**config.mk**
```make
export PLATFORM = sky130hd
export DESIGN_NAME = spi_req_arbiter
export DESIGN_NICKNAME = d
export VERILOG_FILES = /design/src/rtl/spi_req_arbiter.sv
export SDC_FILE = /design/constraint.sdc
export NUM_CORES = 1
export LEC_CHECK = 0
export CAP_MARGIN = 20
export CORE_MARGIN = 1
export CORE_UTILIZATION = 41
export CTS_BUF_LIST = sky130_fd_sc_hd__clkbuf_4
export CTS_CLUSTER_DIAMETER = 30
export DETAILED_ROUTE_END_ITERATION = 10
export GPL_ROUTABILITY_DRIVEN = 0
export PLACE_DENSITY = 0.79
export SLEW_MARGIN = 15
export SYNTH_ARGS = -nofsm -noshare
export SYNTH_HDL_FRONTEND = slang
export SYNTH_SLANG_ARGS = --single-unit
export TNS_END_PERCENT = 50
```
**constraint.sdc**
```tcl
create_clock -name CLOCK_50 -period 2.55 [get_ports CLOCK_50]
set_input_delay 0.255 -clock CLOCK_50 [delete_from_list [all_inputs] [get_ports CLOCK_50]]
set_output_delay 0.255 -clock CLOCK_50 [all_outputs]
set_load 0.03 [all_outputs]
```
**src/rtl/spi_req_arbiter.sv**
```systemverilog
// rtl/spi_req_arbiter.sv - round-robin arbiter sharing one SPI master between NUM_REQ requesters
// Latches the winner's word, drives the active-low start/busy handshake and routes the rx word back.
module spi_req_arbiter #(
  parameter int NUM_REQ  = 3,
  parameter int DATA_W   = 16,
  parameter int IDX_W    = $clog2(NUM_REQ),
  parameter int START_TO = 8
) (
  input  logic                      CLOCK_50,
  input  logic                      rst_n,
  input  logic [NUM_REQ-1:0]        req,
  input  logic [NUM_REQ*DATA_W-1:0] req_data,
  output logic [NUM_REQ-1:0]        gnt,
  output logic [NUM_REQ-1:0]        done,
  output logic [NUM_REQ-1:0]        err,
  output logic [DATA_W-1:0]         rsp_data,
  output logic                      active,
  output logic [IDX_W-1:0]          cur_idx,
  output logic                      spi_start_n,
  input  logic                      spi_busy,
  output logic [DATA_W-1:0]         spi_tx,
  input  logic [DATA_W-1:0]         spi_rx
);

  localparam int CNT_W = (START_TO > 1) ? $clog2(START_TO) : 1;
  localparam logic [CNT_W-1:0] CNT_LAST = CNT_W'(START_TO - 1);
  localparam logic [IDX_W:0]   NUM_EXT  = (IDX_W + 1)'(NUM_REQ);

  typedef enum logic [1:0] {S_IDLE, S_START, S_XFER, S_DONE} state_t;

  state_t               r_state;
  logic [CNT_W-1:0]     r_cnt;
  logic [IDX_W-1:0]     r_last;
  logic [IDX_W-1:0]     r_idx;
  logic [DATA_W-1:0]    r_tx;
  logic [DATA_W-1:0]    r_rsp;
  logic [NUM_REQ-1:0]   r_gnt;
  logic [NUM_REQ-1:0]   r_done;
  logic [NUM_REQ-1:0]   r_err;
  logic                 r_active;
  logic                 r_start_n;

  state_t               w_state_nxt;
  logic [CNT_W-1:0]     w_cnt_nxt;
  logic [IDX_W-1:0]     w_last_nxt;
  logic [IDX_W-1:0]     w_idx_nxt;
  logic [DATA_W-1:0]    w_tx_nxt;
  logic [DATA_W-1:0]    w_rsp_nxt;
  logic [NUM_REQ-1:0]   w_gnt_nxt;
  logic [NUM_REQ-1:0]   w_done_nxt;
  logic [NUM_REQ-1:0]   w_err_nxt;
  logic                 w_active_nxt;
  logic                 w_start_n_nxt;

  logic [2*NUM_REQ-1:0] w_req2;
  logic [NUM_REQ-1:0]   w_rot;
  logic [IDX_W:0]       w_base;
  logic [IDX_W:0]       w_off;
  logic [IDX_W:0]       w_sum;
  logic [IDX_W-1:0]     w_win;
  logic [DATA_W-1:0]    w_win_data;

  assign w_req2 = {req, req};

  // Rotate the request vector so the search starts at last+1, then map the offset back.
  always_comb begin
    w_base = {1'b0, r_last} + {{IDX_W{1'b0}}, 1'b1};
    if (w_base >= NUM_EXT) w_base = '0;
    w_rot = w_req2[w_base +: NUM_REQ];
    w_off = '0;
    for (int k = NUM_REQ - 1; k >= 0; k--) begin
      if (w_rot[k]) w_off = (IDX_W + 1)'(k);
    end
    w_sum = w_base + w_off;
    if (w_sum >= NUM_EXT) w_sum = w_sum - NUM_EXT;
    w_win = w_sum[IDX_W-1:0];
    w_win_data = '0;
    for (int k = 0; k < NUM_REQ; k++) begin
      if (w_win == IDX_W'(k)) w_win_data = req_data[k*DATA_W +: DATA_W];
    end
  end

  always_comb begin
    w_state_nxt   = r_state;
    w_cnt_nxt     = r_cnt;
    w_last_nxt    = r_last;
    w_idx_nxt     = r_idx;
    w_tx_nxt      = r_tx;
    w_rsp_nxt     = r_rsp;
    w_gnt_nxt     = '0;
    w_done_nxt    = '0;
    w_err_nxt     = '0;
    w_active_nxt  = r_active;
    w_start_n_nxt = r_start_n;
    case (r_state)
      S_IDLE: begin
        if (|req) begin
          w_tx_nxt      = w_win_data;
          w_idx_nxt     = w_win;
          w_gnt_nxt     = NUM_REQ'(1) << w_win;
          w_active_nxt  = 1'b1;
          w_start_n_nxt = 1'b0;
          w_cnt_nxt     = '0;
          w_state_nxt   = S_START;
        end
      end
      S_START: begin
        if (spi_busy) begin
          w_start_n_nxt = 1'b1;
          w_state_nxt   = S_XFER;
        end else if (r_cnt == CNT_LAST) begin
          w_start_n_nxt = 1'b1;
          w_err_nxt     = NUM_REQ'(1) << r_idx;
          w_active_nxt  = 1'b0;
          w_last_nxt    = r_idx;
          w_state_nxt   = S_IDLE;
        end else begin
          w_cnt_nxt = r_cnt + 1'b1;
        end
      end
      S_XFER: begin
        // The master updates data_out on the edge busy falls, so spi_rx is valid here.
        if (!spi_busy) begin
          w_rsp_nxt   = spi_rx;
          w_done_nxt  = NUM_REQ'(1) << r_idx;
          w_state_nxt = S_DONE;
        end
      end
      S_DONE: begin
        w_last_nxt   = r_idx;
        w_active_nxt = 1'b0;
        w_state_nxt  = S_IDLE;
      end
      default: w_state_nxt = S_IDLE;
    endcase
  end

  always_ff @(posedge CLOCK_50 or negedge rst_n) begin
    if (!rst_n) begin
      r_state   <= S_IDLE;
      r_cnt     <= '0;
      r_last    <= IDX_W'(NUM_REQ - 1);
      r_idx     <= '0;
      r_tx      <= '0;
      r_rsp     <= '0;
      r_gnt     <= '0;
      r_done    <= '0;
      r_err     <= '0;
      r_active  <= 1'b0;
      r_start_n <= 1'b1;
    end else begin
      r_state   <= w_state_nxt;
      r_cnt     <= w_cnt_nxt;
      r_last    <= w_last_nxt;
      r_idx     <= w_idx_nxt;
      r_tx      <= w_tx_nxt;
      r_rsp     <= w_rsp_nxt;
      r_gnt     <= w_gnt_nxt;
      r_done    <= w_done_nxt;
      r_err     <= w_err_nxt;
      r_active  <= w_active_nxt;
      r_start_n <= w_start_n_nxt;
    end
  end

  assign gnt         = r_gnt;
  assign done        = r_done;
  assign err         = r_err;
  assign rsp_data    = r_rsp;
  assign active      = r_active;
  assign cur_idx     = r_idx;
  assign spi_start_n = r_start_n;
  assign spi_tx      = r_tx;

endmodule

```
==> results by group, run 1 <==
Power
  • Pwr Density: 1600 nW/µm²
  • Leakage power summed over all cells: 1.96 nW
  • Switching power total: 3.39 mW
  • Proportion of total power due to net switching: 47.2%
  • Fraction of power consumed by sequential logic: 19.4%
  • Worst IR drop on VDD: 0.00108 V
  • Combinational Power Share: 75.4%
  • Part of the power in the clock network: 5.2%
  • Int Power: 3.79 mW

STA
  • Final Hold Vio Count: 0
  • Worst Tran Pin Value: 693 ps
  • Maximum operating frequency: 348 MHz
  • Final slew viol count: 0
  • Fin crit period: 2880 ps
  • Setup clock skew after layout: 19.7 ps
  • Setup total negative slack: -5420 ps
  • Post-route setup slack: -327 ps
  • Period utilization: 113%
  • Number of failing setup endpoints in the final timing report: 20
  • Max-slew headroom: 53.8%
  • Unrepaired setup endpoints after global routing: true

Place
  • Total placed instance area: 4270 µm²
  • Port-buffer cells: 114
  • DP HPWL: 5720 µm
  • Dpl cells: 541

Finish
  • # diodes: 0
  • Post-Layout Inst Area: 4490 µm²
  • Area growth from synthesis to final layout: 56.4%
  • Ratio of cells with drive above 1 in the final layout: 18.3%
  • Cell Count, Final, Fillers Out: 556
  • Post-layout util: 66.1%
  • # nets final: 538

GRT
  • Total routing usage reported by global routing: 21.4%
  • Leftover overflow at the end of global routing: 0
  • Wire length of the first global-routing pass: 12700 µm
  • Via count of the first global-routing pass: 2744
  • Initial antenna violation count: 0
  • Maximum number of pins on one net before global-route repair: 32

Job
  • Max_cap viols: 0

Synth
  • Synth Net Count: 408
  • #FFs+latches synth: 52
  • Number of enable flip-flop cells after synthesis: 0
  • Portion of netlist area occupied by mux cells: 2.22%
  • Post-synth design cell area: 2870 µm²
  • Average cell area after synthesis: 8.72 µm²
  • Top cell type by total area after synthesis: sky130_fd_sc_hd__dfrtp_1
  • Synth top cells by count: sky130_fd_sc_hd__nand2_1 (72), sky130_fd_sc_hd__dfrtp_1 (50), sky130_fd_sc_hd__o21ai_0 (44)
  • Async S/R FF share, synth: 100%
  • Post-synthesis cell count: 329
  • Post-synthesis simple-gate area fraction: 19.1%
  • Library cells used by synthesis: 38
  • Cells taking the most area after synthesis: sky130_fd_sc_hd__dfrtp_1 (44%), sky130_fd_sc_hd__nand2_1 (9.4%), sky130_fd_sc_hd__o21ai_0 (7.7%), sky130_fd_sc_hd__a22oi_1 (5.2%), sky130_fd_sc_hd__ha_1 (3.5%)
  • Area fraction of the dominant cell type after synthesis: 43.6%
  • Synth Area in Compound Gates: 22.8%
  • Post-Synth XOR/XNOR Area: 0%
  • Number of warnings issued by yosys: 0
  • Main combinational cell family by area after synthesis: compound AO/OA/AOI/OAI gates
  • Leading register cell type out of synthesis: sky130_fd_sc_hd__dfrtp_1
  • Sequential element share of the synthesized area: 45.4%
  • Most frequent cell after synthesis: sky130_fd_sc_hd__nand2_1
  • Post-synthesis adder-cell area fraction: 4.18%

Die
  • Core Box Area: 6790 µm²
  • Number of primary I/O pins: 115
  • Initial Util: 42.2%
  • Overall die width: 85.7 µm
  • Die height: 85.7 µm
  • Area of the die: 7340 µm²
  • Total number of placement rows: 30

CTS
  • Total clock sinks: 52
  • H-tree depth reported by CTS: 2
  • TritonCTS clock tree: yes
  • Number of buffers created by CTS: 5
  • Clock root buffer master: sky130_fd_sc_hd__clkbuf_4
  • Clock transition time at the flip-flop clock pins of the worst setup and hold paths: 160 ps
  • Clock latency on the worst-skew pair: 360 ps
  • Maximum count of clock buffers along a single path: 2

Routing
  • Total DRC errors in the routed layout: 1
  • Router iterations before antenna repair: 7
  • DR WL/cell: 13.8 µm
  • Initial detailed-routing violation count: 85
  • Count of vias placed by the detailed router: 2891
  • Routed Antenna Nets: 0
  • Detail-routed via count per cell: 5.20
  • Total routed wirelength: 7690 µm

Critical path
  • Crit start category: flop
  • Worst setup EP type: flop
  • Critical path data arrival time: 3180 ps
  • CP Data Required Time: 2850 ps
  • Maximum fanout along the worst path: 7
  • Critical Setup Path Class: flop to flop

Worst hold path
  • Class of the tightest hold or removal check: input port to flop

Outcome
  • Violations in the final reports: design-rule violations, negative setup slack
  • Outcome: complete, but fails checks
## logic make-up (layout without fill, tap and decap cells)
kind of cell | after synthesis | in the layout
buffers and inverters | 37 | 168
multiplexers | 6 | 6
flip-flops | 52 | 52
adder cells (fa/ha/maj) | 9 | 9
AND/OR/NAND/NOR | 118 | 118
AO/OA/AOI/OAI | 107 | 107
## final cells by class
class	count	area, µm²
clock inverter	3	21.3
tap	96	120
fill	571	2310
multi-input combinational	240	1540
clock buffer	5	37.5
sequential	52	1300
timing repair buffer	143	1410
inverter	17	63.8
## power groups by stage
stage	logic, mW	clock network (mW)	registers (mW)
after global routing	5.91	0.421	1.44
after CTS	5.14	0.386	1.40
after floorplan	2.79	0	1.96
after detailed placement	4.91	0	1.41
final	5.42	0.372	1.39
after global placement	4.78	0	1.40
## metal layers
layer | up-vias | GRT usage [%] | share of wire [%]
li1 | 1402 | - | -
met1 | 1385 | 27.9 | 43
met2 | 96 | 37.4 | 50
met3 | 8 | 2.98 | 5.2
met4 | 0 | 5.45 | 1.3
met5 | - | 0 | 0
## critical path, stage by stage (launching register included)
cell and delay, ps:
sky130_fd_sc_hd__dfrtp_1 460, sky130_fd_sc_hd__buf_4 160, sky130_fd_sc_hd__nor3b_2 190, sky130_fd_sc_hd__a21oi_2 50, sky130_fd_sc_hd__nor3_2 130, sky130_fd_sc_hd__a31oi_2 70, sky130_fd_sc_hd__fa_2 610, sky130_fd_sc_hd__inv_2 60
sky130_fd_sc_hd__ha_4 160, sky130_fd_sc_hd__and3b_2 310, sky130_fd_sc_hd__mux2i_1 200, sky130_fd_sc_hd__buf_4 180, sky130_fd_sc_hd__o21ai_0 80, sky130_fd_sc_hd__o21ai_1 150
## stage by stage
step | hold slack (ps) | power, mW | setup slack [ps]
after floorplan | -40.6 | 4.75 | -168
after global placement | 341 | 6.18 | -596
after detailed placement | 342 | 6.32 | -718
after CTS | 382 | 6.92 | -287
after global routing | 383 | 7.76 | -446
final | 401 | 7.18 | -327
## final timing paths
| kind | start | end | slack (ps) | cells past startpoint |
|---|---|---|---|---|
| worst min register to register | rsp_data[6] | rsp_data[6] | 500 | 2 |
| worst max register to register | r_last[0] | spi_tx[2] | -330 | 13 |
| max in group asynchronous | rst_n | err[0] | 1330 | 3 |
| worst max-delay path | r_last[0] | spi_tx[2] | -330 | 13 |
| min in group asynchronous | rst_n | gnt[0] | 450 | 2 |
| worst min-delay path | spi_rx[8] | rsp_data[8] | 400 | 3 |
## layout by cell type, fill, tap and decap left out, types with 6 or more instances in the layout
cell,instances
sky130_fd_sc_hd__nand2_1,72
sky130_fd_sc_hd__a32oi_1,6
sky130_fd_sc_hd__and3b_2,7
sky130_fd_sc_hd__dfrtp_1,50
sky130_fd_sc_hd__a22oi_1,10
sky130_fd_sc_hd__o21ai_1,29
sky130_fd_sc_hd__buf_4,23
sky130_fd_sc_hd__a22oi_2,10
sky130_fd_sc_hd__clkdlybuf4s50_1,113
sky130_fd_sc_hd__o21ai_0,28
sky130_fd_sc_hd__ha_1,6
sky130_fd_sc_hd__nor2_1,19
sky130_fd_sc_hd__inv_1,15
## sequential cells by signal, summed over array words and instances (netlist names), 2 cells and up, named ones only
name      count
err           3
done          3
cur_idx       2
r_cnt         3
gnt           3
r_last        2
rsp_data     16
spi_tx       16
## repair_timing
action,4_1_cts,5_1_grt
endpoints found under the setup margin,20,21
hold buffers,1,0
pin swaps,5,13
endpoints found under the hold margin,28,0
buffers inserted,2,3
resized for setup,11,16
cloned,0,1
No activity file was read; power rests on OpenSTA's default activity.
==> run 2, diff against run 1 <==
--- a/config.mk
+++ b/config.mk
@@ -13,6 +13,7 @@
 export DETAILED_ROUTE_END_ITERATION = 10
 export GPL_ROUTABILITY_DRIVEN = 0
 export PLACE_DENSITY = 0.79
+export RECOVER_POWER = 100
 export SLEW_MARGIN = 15
 export SYNTH_ARGS = -nofsm -noshare
 export SYNTH_HDL_FRONTEND = slang
==> results by group, run 2 (same netlist as run 1, synthesis figures left out) <==
Critical path
  • Critical Setup Path Class: flop to flop
  • Maximum fanout along the worst path: 7 (unchanged)
  • Critical Path Slowest Stage Cell: sky130_fd_sc_hd__fa_2
  • Critical path data arrival time: 3190 ps (about the same)
  • R2R Path Start: r_last[0]
  • Startpoint of the most critical setup path: r_last[0]
  • Worst path max stage delay: 610 ps (about the same)
  • Crit-path leading delay family: adder cells
  • Worst setup EP type: flop
  • Most prevalent standard cell on the critical path: sky130_fd_sc_hd__buf_4
  • Crit start category: flop
  • CP Data Required Time: 2860 ps (about the same)
  • Number of buffers and inverters on the critical path: 3 (unchanged)
  • Cells along the critical path: buf_4 > nor3b_2 > a21oi_2 > nor3_2 > a31oi_2 > fa_2 > inv_2 > ha_4 > and3b_2 > mux2i_1 > buf_4 > o21ai_0 > o21ai_1

GRT
  • Wire length of the first global-routing pass: 12700 µm (unchanged)
  • Initial antenna violation count: 0 (unchanged)
  • Total routing usage reported by global routing: 21.4% (unchanged)
  • Maximum number of pins on one net before global-route repair: 32 (unchanged)
  • Leftover overflow at the end of global routing: 0 (unchanged)
  • Via count of the first global-routing pass: 2744 (unchanged)

STA
  • Final Hold Vio Count: 0 (unchanged)
  • Post-route setup slack: -331 ps (-4.51 ps)
  • Period utilization: 113% (+0.18 points)
  • Number of failing setup endpoints in the final timing report: 20 (unchanged)
  • Setup total negative slack: -5570 ps (-150 ps)
  • Final slew viol count: 32 (+32)
  • Max-slew headroom: -9.62% (-63 points)
  • Worst Tran Pin Value: 1640 ps (+951 ps)
  • Setup clock skew after layout: 20.9 ps (+1.27 ps)
  • Fin crit period: 2880 ps (+4.51 ps)
  • Maximum operating frequency: 347 MHz (-0.16%)
  • Unrepaired setup endpoints after global routing: true

Routing
  • Detail-routed via count per cell: 5.25 (+0.97%)
  • Router iterations before antenna repair: 7 (unchanged)
  • Count of vias placed by the detailed router: 2919 (+0.97%)
  • Routed Antenna Nets: 0 (unchanged)
  • Total routed wirelength: 7650 µm (-0.60%)
  • Total DRC errors in the routed layout: 1 (unchanged)
  • DR WL/cell: 13.8 µm (-0.60%)
  • Initial detailed-routing violation count: 77 (-9.4%)

Die
  • Die height: 85.7 µm (unchanged)
  • Initial Util: 42.2% (unchanged)
  • Number of primary I/O pins: 115 (unchanged)
  • Overall die width: 85.7 µm (unchanged)
  • Area of the die: 7340 µm² (unchanged)
  • Total number of placement rows: 30 (unchanged)
  • Core Box Area: 6790 µm² (unchanged)

Finish
  • # diodes: 0 (unchanged)
  • Ratio of cells with drive above 1 in the final layout: 17.6% (-0.65 points)
  • Area growth from synthesis to final layout: 55.6%
  • # nets final: 538 (unchanged)
  • Most frequent cells in the layout: sky130_fd_sc_hd__nand2_1 (72), sky130_fd_sc_hd__clkdlybuf4s50_1 (68), sky130_fd_sc_hd__dfrtp_1 (50)
  • Number of fill cells: 573 (+0.35%)
  • Most common cell after layout, fill and taps aside: sky130_fd_sc_hd__nand2_1

CTS
  • Clock latency on the worst-skew pair: 360 ps (about the same)
  • Clock root buffer master: sky130_fd_sc_hd__clkbuf_4
  • TritonCTS clock tree: yes
  • Total clock sinks: 52 (unchanged)
  • Clock transition time at the flip-flop clock pins of the worst setup and hold paths: 160 ps (about the same)
  • Number of buffers created by CTS: 5 (unchanged)
  • H-tree depth reported by CTS: 2 (unchanged)
  • Maximum count of clock buffers along a single path: 2 (unchanged)

Place
  • Port-buffer cells: 114 (unchanged)
  • DP HPWL: 5720 µm (unchanged)

Worst hold path
  • Origin of the worst min-delay path: spi_rx[8]
  • Class of the tightest hold or removal check: input port to flop

Outcome
  • Violations in the final reports: design-rule violations, max-capacitance violations, max-slew violations, negative setup slack
  • Outcome: complete, but fails checks

Power
  • Pwr Density: 1580 nW/µm² (-1.3%)
  • Leakage power summed over all cells: 2.03 nW (+3.3%)
  • Total Power Consumption: 7.05 mW (-1.8%)
  • Worst IR drop on VDD: 0.00108 V (-0.23%)

Job
  • Max_cap viols: 1 (+1)
==> run 2: changes by cell type in the layout (fill, tap and decap cells not counted) <==
cell,delta
sky130_fd_sc_hd__buf_2,-1
sky130_fd_sc_hd__buf_4,-1
sky130_fd_sc_hd__clkbuf_1,+1
sky130_fd_sc_hd__clkbuf_2,+1
sky130_fd_sc_hd__clkdlybuf4s50_1,-45
sky130_fd_sc_hd__dlygate4sd3_1,+45
sky130_fd_sc_hd__nor2b_1,+1
sky130_fd_sc_hd__nor2b_2,-1
sky130_fd_sc_hd__nor4b_1,+1
sky130_fd_sc_hd__nor4b_4,-1
==> run 2: report_power, final <==
group          internal, mW  switching [mW]
clock                 0.110           0.262
combinational          2.39            2.91
sequential             1.18           0.199
==> run 2: cell type report <==
cell class / instances / area [µm²] / share of cell area [%]
sequential: 52 / 1300 / 29.2
inverter: 17 / 63.8 / 1.43
clock buffer: 5 / 37.5 / 0.840
tap: 96 / 120 / 2.69
multi-input combinational: 240 / 1520 / 34.0
clock inverter: 3 / 21.3 / 0.476
timing repair buffer: 143 / 1400 / 31.4
==> run 2: worst paths after layout <==
| kind | endpoint | slack (ps) | cells past startpoint |
|---|---|---|---|
| setup / recovery | spi_tx[2] | -330 | 13 |
| hold / removal | rsp_data[8] | 400 | 3 |
| setup reg to reg | spi_tx[2] | -330 | 13 |
| hold reg to reg | rsp_data[2] | 490 | 2 |
| max in group asynchronous | err[0] | 410 | 3 |
| min in group asynchronous | gnt[0] | 830 | 2 |
==> run 2: through the flow <==
stage | instances | util [%] | cell area [µm²] | hold WS (ps) | worst slack [ps]
3_3_place_gp | 541 | 62.9 | 4270 | 341 | -596
6_report | 556 | 65.7 | 4470 | 402 | -331
3_5_place_dp | 541 | 62.9 | 4270 | 342 | -718
4_1_cts | 552 | 64.7 | 4400 | 382 | -287
5_1_grt | 556 | 65.7 | 4470 | 383 | -446
2_1_floorplan | 329 | - | 2960 | -40.6 | -168
==> run 2: worst reg2reg max path, delay by kind of cell, from the launching register on <==
kind,cells,cell delay [ps]
buf+inv,3,400
fa+ha+maj,2,770
compound gates,4,360
flops,1,460
simple gates,3,640
mux,1,200
==> run 2: repair_timing <==
action | CTS | global route
setup buffers | 2 | 3
cloned | 0 | 1
pin swaps | 5 | 13
endpoints found under the hold margin | 28 | 0
setup endpoints to repair | 20 | 21
hold buffers | 1 | 0
resized for setup | 11 | 16
==> run 2: per-layer routing <==
metal	part of all wire, %	track usage [%]	up-vias
met5	0	0	-
met4	1.3	5.45	0
met1	43	27.9	1396
met3	5.4	2.98	8
li1	-	-	1409
met2	50	37.4	106
